### config.mk
export PLATFORM = sky130hd
export DESIGN_NAME = mu0_program_loader
export DESIGN_NICKNAME = d
export VERILOG_FILES = /design/src/rtl/mu0_program_loader.sv
export SDC_FILE = /design/constraint.sdc
export NUM_CORES = 1
export LEC_CHECK = 0
export BUFFER_PORTS_ARGS = -buffer_cell sky130_fd_sc_hd__buf_4
export CORE_MARGIN = 10
export CORE_UTILIZATION = 45
export DETAILED_ROUTE_END_ITERATION = 6
export PLACE_DENSITY = 0.69
export SLEW_MARGIN = 25
export SYNTH_ARGS = -nofsm -noshare
export SYNTH_HDL_FRONTEND = slang
export SYNTH_SLANG_ARGS = --single-unit
export TNS_END_PERCENT = 50
### constraint.sdc
create_clock -name clk -period 2.1 [get_ports clk]
set_input_delay 0.21 -clock clk [delete_from_list [all_inputs] [get_ports clk]]
set_output_delay 0.21 -clock clk [all_outputs]
set_load 0.01 [all_outputs]
### src/rtl/mu0_program_loader.sv
// mu0_program_loader: boot loader that writes a length-prefixed byte-stream image into MU0 memory, then releases the CPU
// Ports: clk/rst (sync, active high); s_byte/s_valid/s_ready byte stream in; reload re-arms from RUN;
//        cpu_* MU0 bus in; mem_* memory bus out; cpu_rst_n MU0 reset; done load complete; overflow sticky image too long.
module mu0_program_loader #(
    parameter int MEM_DEPTH = 32,
    parameter int ADDR_W    = 12,
    parameter int DATA_W    = 16
) (
    input  logic              clk,
    input  logic              rst,
    input  logic [7:0]        s_byte,
    input  logic              s_valid,
    output logic              s_ready,
    input  logic              reload,
    input  logic [DATA_W-1:0] cpu_out_data,
    input  logic [ADDR_W-1:0] cpu_out_address,
    input  logic              cpu_memrq,
    input  logic              cpu_rnw,
    output logic [DATA_W-1:0] mem_in_data,
    output logic [ADDR_W-1:0] mem_addr,
    output logic              mem_memrq,
    output logic              mem_rw,
    output logic              cpu_rst_n,
    output logic              done,
    output logic              overflow
);
    typedef enum logic [2:0] {HDR_HI, HDR_LO, W_HI, W_LO, WRITE, RUN} state_t;
    state_t      state;
    logic [15:0] n, wp;
    logic [7:0]  hi, lo;
    logic        run, wr;
    always_ff @(posedge clk) begin
        if (rst) begin
            state    <= HDR_HI;
            n        <= '0;
            wp       <= '0;
            hi       <= '0;
            lo       <= '0;
            overflow <= 1'b0;
        end else begin
            case (state)
                HDR_HI: if (s_valid) begin
                    n[15:8] <= s_byte;
                    state   <= HDR_LO;
                end
                HDR_LO: if (s_valid) begin
                    n[7:0] <= s_byte;
                    state  <= ({n[15:8], s_byte} == 16'd0) ? RUN : W_HI;
                end
                W_HI: if (s_valid) begin
                    hi    <= s_byte;
                    state <= W_LO;
                end
                W_LO: if (s_valid) begin
                    lo    <= s_byte;
                    state <= WRITE;
                end
                WRITE: begin
                    if (32'(wp) >= MEM_DEPTH) overflow <= 1'b1;
                    wp    <= wp + 16'd1;
                    // 17-bit compare so N=65535 terminates without wrapping
                    state <= (17'(wp) + 17'd1 == 17'(n)) ? RUN : W_HI;
                end
                RUN: if (reload) begin
                    state    <= HDR_HI;
                    n        <= '0;
                    wp       <= '0;
                    overflow <= 1'b0;
                end
                default: state <= HDR_HI;
            endcase
        end
    end
    // Bus outputs depend only on registers, except the RUN pass-through of the CPU bus
    always_comb begin
        run         = state == RUN;
        wr          = state == WRITE && 32'(wp) < MEM_DEPTH;
        s_ready     = state != WRITE && !run;
        cpu_rst_n   = run;
        done        = run;
        mem_memrq   = run ? cpu_memrq : wr;
        mem_rw      = run ? cpu_rnw : !wr;
        mem_addr    = run ? cpu_out_address : wr ? ADDR_W'(wp) : '0;
        mem_in_data = run ? cpu_out_data : wr ? DATA_W'({hi, lo}) : '0;
    end
endmodule

==> impl_metrics.ini, run 1 <==
[outcome]
status = completed

[clock_network]
htree_levels = 2
cts.path.max_buffers = 2
clk_latency_ps = 310
cts.sinks = 52
root_buffer = clkbuf_8
cts_tree = yes
cts_hold_buf = 0
clk_pin_slew_worst_paths_ps = 100
numCtsBuffers = 5

[route]
wl_per_cell_um = 18.4
ant_nets = 0
drtIter0Drc = 221
vias = 3215
remaining_drc_errors = 0
dr.pass1.iters = 4
viasPerCell = 5.87
finalWirelength_mm = 10.1

[floorplan]
die-width_um = 101
core_sq_um = 6390
fp.dieH_um = 101
io_pins = 76
start_util_pct = 46.7
dieArea_sq_um = 10300
num_rows = 29

[logic_synthesis]
async_flop_share_pct = 0
synthCells = 381
synth_largest_area_cell = dfxtp_1
synth-seq-area-share_pct = 34.9
synth_top_area_share_pct = 34.9
yosysUniqueCellTypes = 46
ys_warn_count = 0
ys.flop_type = dfxtp_1
synth-seq-cells = 52
synth-edff-count = 0
syn_nets = 425
ys_top_cells_by_area = dfxtp_1 35%, a22o_1 6.2%, a21oi_1 5.9%, nand2_1 5.8%, nor2_1 5.5%
avgSynthCellArea_sq_um = 7.83
syn-cell-area_sq_um = 2980

[setup_path]
start_kind = flop
cp_data_arrival_time_ps = 2270
worst_setup_path_end_kind = flop
crit_type = reg2reg
worstPathRequired_ps = 2310
crit_fanout = 4

[timing]
max_slew_margin_pct = 58.3
period_share_pct = 97.8
final_max_slew_viol_count = 0
rsz0062_at_grt = true
tightest_slew_ps = 625
finalHoldViolCount = 0
fin_crit_ps = 2050
fmax_mhz = 487
skew_ps = 9.64
fin_setup_tns_ps = 0
finalSetupViolations = 0

[placed_design]
dp_hpwl_mm = 7.68
io_buffers = 75
gp_congestion = 0.968

[run]
cap_violations = 0

[layout]
finalNetCount = 514
final-seq-area_sq_um = 1060
post-route-util_pct = 62.7
drive_above_1_share_pct = 30.6
filler_cell_count = 587
n_antenna_cell = 0
areaGrowthSynthToFinish_pct = 34.2
multi_input_area_sq_um = 1850

[power_and_ir_drop]
ir_drop_mv = 0.433
power_leakage_nw = 1.68
power_density_nw_per_um2 = 475

[global_routing]
antenna_found_initial = 0
grt-ovfl-total = 0
grt_pass1_wl_mm = 15.7
grt_usage_pct = 18.6
grt_pass1_vias = 3076
grt_start_max_net_pins = 37

[min_path]
hold_class = in2reg
## synthesized netlist by cell type, types with 7 or more instances
master and count:
dfxtp_1 52, nand2_1 46, nor2_1 44, a21oi_1 35, a22o_1 21, clkbuf_1 21
a22oi_1 20, xnor2_1 14, o21ai_0 13, inv_1 9, nor4_1 8, and3_1 7
buf_2 7, nand3_1 7, nand4_1 7
## what timing repair did
action                     CTS  global route
resized for setup            7            16
buffers inserted             0             4
setup endpoints to repair   24            26
pin swaps                    0             8
## worst paths after layout
check | start | end | slack, ps | cells past startpoint
hold / removal | s_byte[6] | hi[6] | 180 | 3
setup / recovery | wp[8] | state[1] | 50 | 6
setup reg to reg | wp[8] | state[1] | 50 | 6
hold reg to reg | lo[7] | lo[7] | 460 | 2
## metrics by stage
step           cells  setup WS [ps]  instance area, sq um  hold slack (ps)  power (mW)
2_1_floorplan    381           6.36                  2990              346        1.18
3_3_place_gp     536           48.2                  3780              450        1.30
3_5_place_dp     536           9.00                  3780              450        1.30
4_1_cts          544           5.57                  3910              171        1.92
5_1_grt          548          -26.6                  4000              193        1.97
6_report         548           46.2                  4000              181        1.90
## power breakdown
group	total, mW	switching, mW	internal [mW]	leakage, nW
Combinational	0.254	0.135	0.119	1.21
Sequential	1.03	0.0226	1.01	0.426
Clock	0.621	0.353	0.268	0.0434
Total	1.90	0.510	1.39	1.68
## critical path, stage by stage, from the launching register on
cell     delay, ps
dfxtp_1        460
nand4_1        240
nor4_4         380
xnor2_1        130
nor4_2         280
nand4_1        220
o211a_1        260
## cells by family (layout without fill, tap and decap cells)
family          Yosys count  count (layout)  share of synthesized area (%)
flops                    52              52                           34.9
mux                       1               1                          0.335
buf+inv                  40             130                           5.58
simple gates            147             147                           25.2
compound gates          119             119                           27.3
xor+xnor                 20              20                           5.87
fa+ha+maj                 2               2                          0.838
## metal layers
| metal | routed length, um | global-route usage [%] | vias to the layer above |
|---|---|---|---|
| met3 | 965 | 5.17 | 15 |
| met5 | 0 | 0 | - |
| met2 | 4700 | 28.8 | 123 |
| li1 | - | - | 1564 |
| met1 | 4260 | 24.8 | 1513 |
| met4 | 140 | 4.93 | 0 |
## cell usage in the layout (no fill, tap or decap), types with 2 or more instances in the layout
master      netlist  routed
nand3_1           7       5
dfxtp_1          52      45
nand4_1           7       7
and4_1            2       2
nand4b_1          3       3
nor2b_1           2       2
nor2_4            0       2
a22o_1           21      21
a211oi_1          3       3
nor4_4            1       4
nand3_2           0       2
and2_1            4       4
a221oi_1          3       3
nand2_1          46      46
inv_1             9       9
a311oi_1          3       3
a21oi_1          35      35
and3_1            7       7
o21ai_0          13      13
nor3_1            5       5
o22ai_1           3       3
nor2_1           44      42
a31oi_1           3       3
nor4_2            3       2
clkbuf_8          0       6
nor4_1            8       6
dfxtp_2           0       4
clkinvlp_4        0       2
a41oi_1           3       3
dfxtp_4           0       3
xor2_1            6       5
nand2b_1          2       2
buf_4             2     111
a22oi_1          20      20
o211ai_1          2       2
xnor2_1          14      14
o211a_1           3       3
o21a_1            3       3
## registers in the layout, summed over array words and instances (netlist names)
name	count
n	16
wp	16
hi	8
lo	8
state	3
overflow	1
## layout make-up
cell class	count	share of cell area [%]
clock buffer	6	2.06
clock inverter	2	0.375
inverter	9	0.844
multi-input combinational	289	46.3
sequential	52	26.4
tap	77	2.41
timing repair buffer	113	21.6
Power figures use the tool's default switching activity.
==> run 2, diff against run 1 <==
Settings changed: CORE_MARGIN 10 to 1, GPL_ROUTABILITY_DRIVEN set to 1, PLACE_DENSITY 0.69 to 0.72.
==> run 2 against run 1 <==
  * First-iteration DRC count up 36%
  * Utilization up 0.098 points
  * Critical path depth increased by 1
  * Largest cell class unchanged
==> impl_metrics.ini, run 2 (same netlist as run 1, synthesis figures left out) <==
[outcome]
status = completed

[setup_path]
worst_setup_path_end_kind = primary output
crit_fanout = 23
worstPathRequired_ps = 1890
reg2reg_from = wp[1]
crit_type = reg2out
crit_path_start = wp[6]
worstRegToRegCells = 7
cp-endpoint = mem_addr[0]
cp_data_arrival_time_ps = 1820
start_kind = flop
rrSetupSlack_ps = 90
timing.rr.end = state[1]

[route]
finalWirelength_mm = 9.78
ant_nets = 0
remaining_drc_errors = 0
vias = 3347
wl_per_cell_um = 18.0
dr.pass1.iters = 5
drtIter0Drc = 301
viasPerCell = 6.14

[floorplan]
io_pins = 76
dieArea_sq_um = 6960
core_sq_um = 6390
num_rows = 29
start_util_pct = 46.7
fp.dieH_um = 83.4
die-width_um = 83.4

[min_path]
hold_class = in2reg
worst_hold_path.num_cells = 2
min_from = rst

[layout]
finalNetCount = 511
most-common-layout-cells = 105 x buf_4, 47 x dfxtp_1, 46 x nand2_1
layout_commonest_cell = buf_4
areaGrowthSynthToFinish_pct = 34.4
drive_above_1_share_pct = 29.9
n_antenna_cell = 0
largest_registers = n: 16 flops, wp: 16 flops
post-route-util_pct = 62.8

[timing]
fin_setup_tns_ps = 0
fin_crit_ps = 2030
worst_slack_ps = 71.7
tightest_slew_ps = 609
finalHoldViolCount = 0
final_max_slew_viol_count = 0
period_share_pct = 96.6
skew_ps = 5.93
max_slew_margin_pct = 59.4
finalSetupViolations = 0
fmax_mhz = 493
rsz0062_at_grt = true

[clock_network]
numCtsBuffers = 5
root_buffer = clkbuf_8
clk_pin_slew_worst_paths_ps = 100
cts.sinks = 52
cts_tree = yes
clk_latency_ps = 310
htree_levels = 2
cts.path.max_buffers = 2

[power_and_ir_drop]
ir_drop_mv = 0.503
power_leakage_nw = 1.68
finalPower_mw = 2.00
power_density_nw_per_um2 = 499

[global_routing]
grt-ovfl-total = 0
grt_pass1_wl_mm = 15.5
grt_start_max_net_pins = 41
grt_usage_pct = 27.9
grt_pass1_vias = 3000
antenna_found_initial = 0

[run]
cap_violations = 0

[placed_design]
dp_hpwl_mm = 7.01
io_buffers = 75
gp_congestion = 0.887
post-place-ws_ps = 42.1
[run 2: layout make-up]
class | instances | area, sq um
Clock buffer | 6 | 72.6
Clock inverter | 2 | 35.0
Fill cell | 569 | 2380
Inverter | 9 | 33.8
Multi-Input combinational cell | 289 | 1860
Sequential cell | 52 | 1050
Tap cell | 77 | 96.3
Timing Repair Buffer | 110 | 862
[run 2: metal layers]
metal	global-route usage, %	wire (um)	share of wire (%)
met5	0	0	0
met1	38.7	4300	44
met3	5.27	755	7.7
met4	6.78	103	1.1
met2	44.9	4630	47
[run 2: how the worst min path moves through the flow]
stage | to | slack, ps
2_1_floorplan | hi[0] | 350
3_3_place_gp | lo[0] | 450
3_5_place_dp | lo[2] | 450
4_1_cts | wp[9] | 160
5_1_grt | wp[10] | 180
6_report | wp[10] | 170
[run 2: timing repair]
item | 4_1_cts | 5_1_grt
resized for setup | 6 | 15
buffers inserted | 1 | 0
endpoints found under the setup margin | 23 | 24
pin swaps | 2 | 5
hold buffers | 0 | 0
[run 2: power breakdown]
group	switching (mW)	internal [mW]	leakage, nW
logic	0.135	0.121	1.21
registers	0.0256	1.01	0.424
clock network	0.355	0.355	0.0552
[run 2: critical path: stages, from the launching register on]
cell and delay (ps):
dfxtp_1 360, buf_4 180, nor4_4 250, nand3_2 140, nor2_4 130, buf_12 170
a22o_1 150, buf_4 120
[run 2: stage by stage]
stage / instances / cell area, sq um / hold WS (ps)
finish: 545 / 4010 / 174
global route: 545 / 4010 / 177
CTS: 545 / 3950 / 156
detailed placement: 536 / 3800 / 449
global placement: 536 / 3800 / 448
floorplan: 381 / 2990 / 346
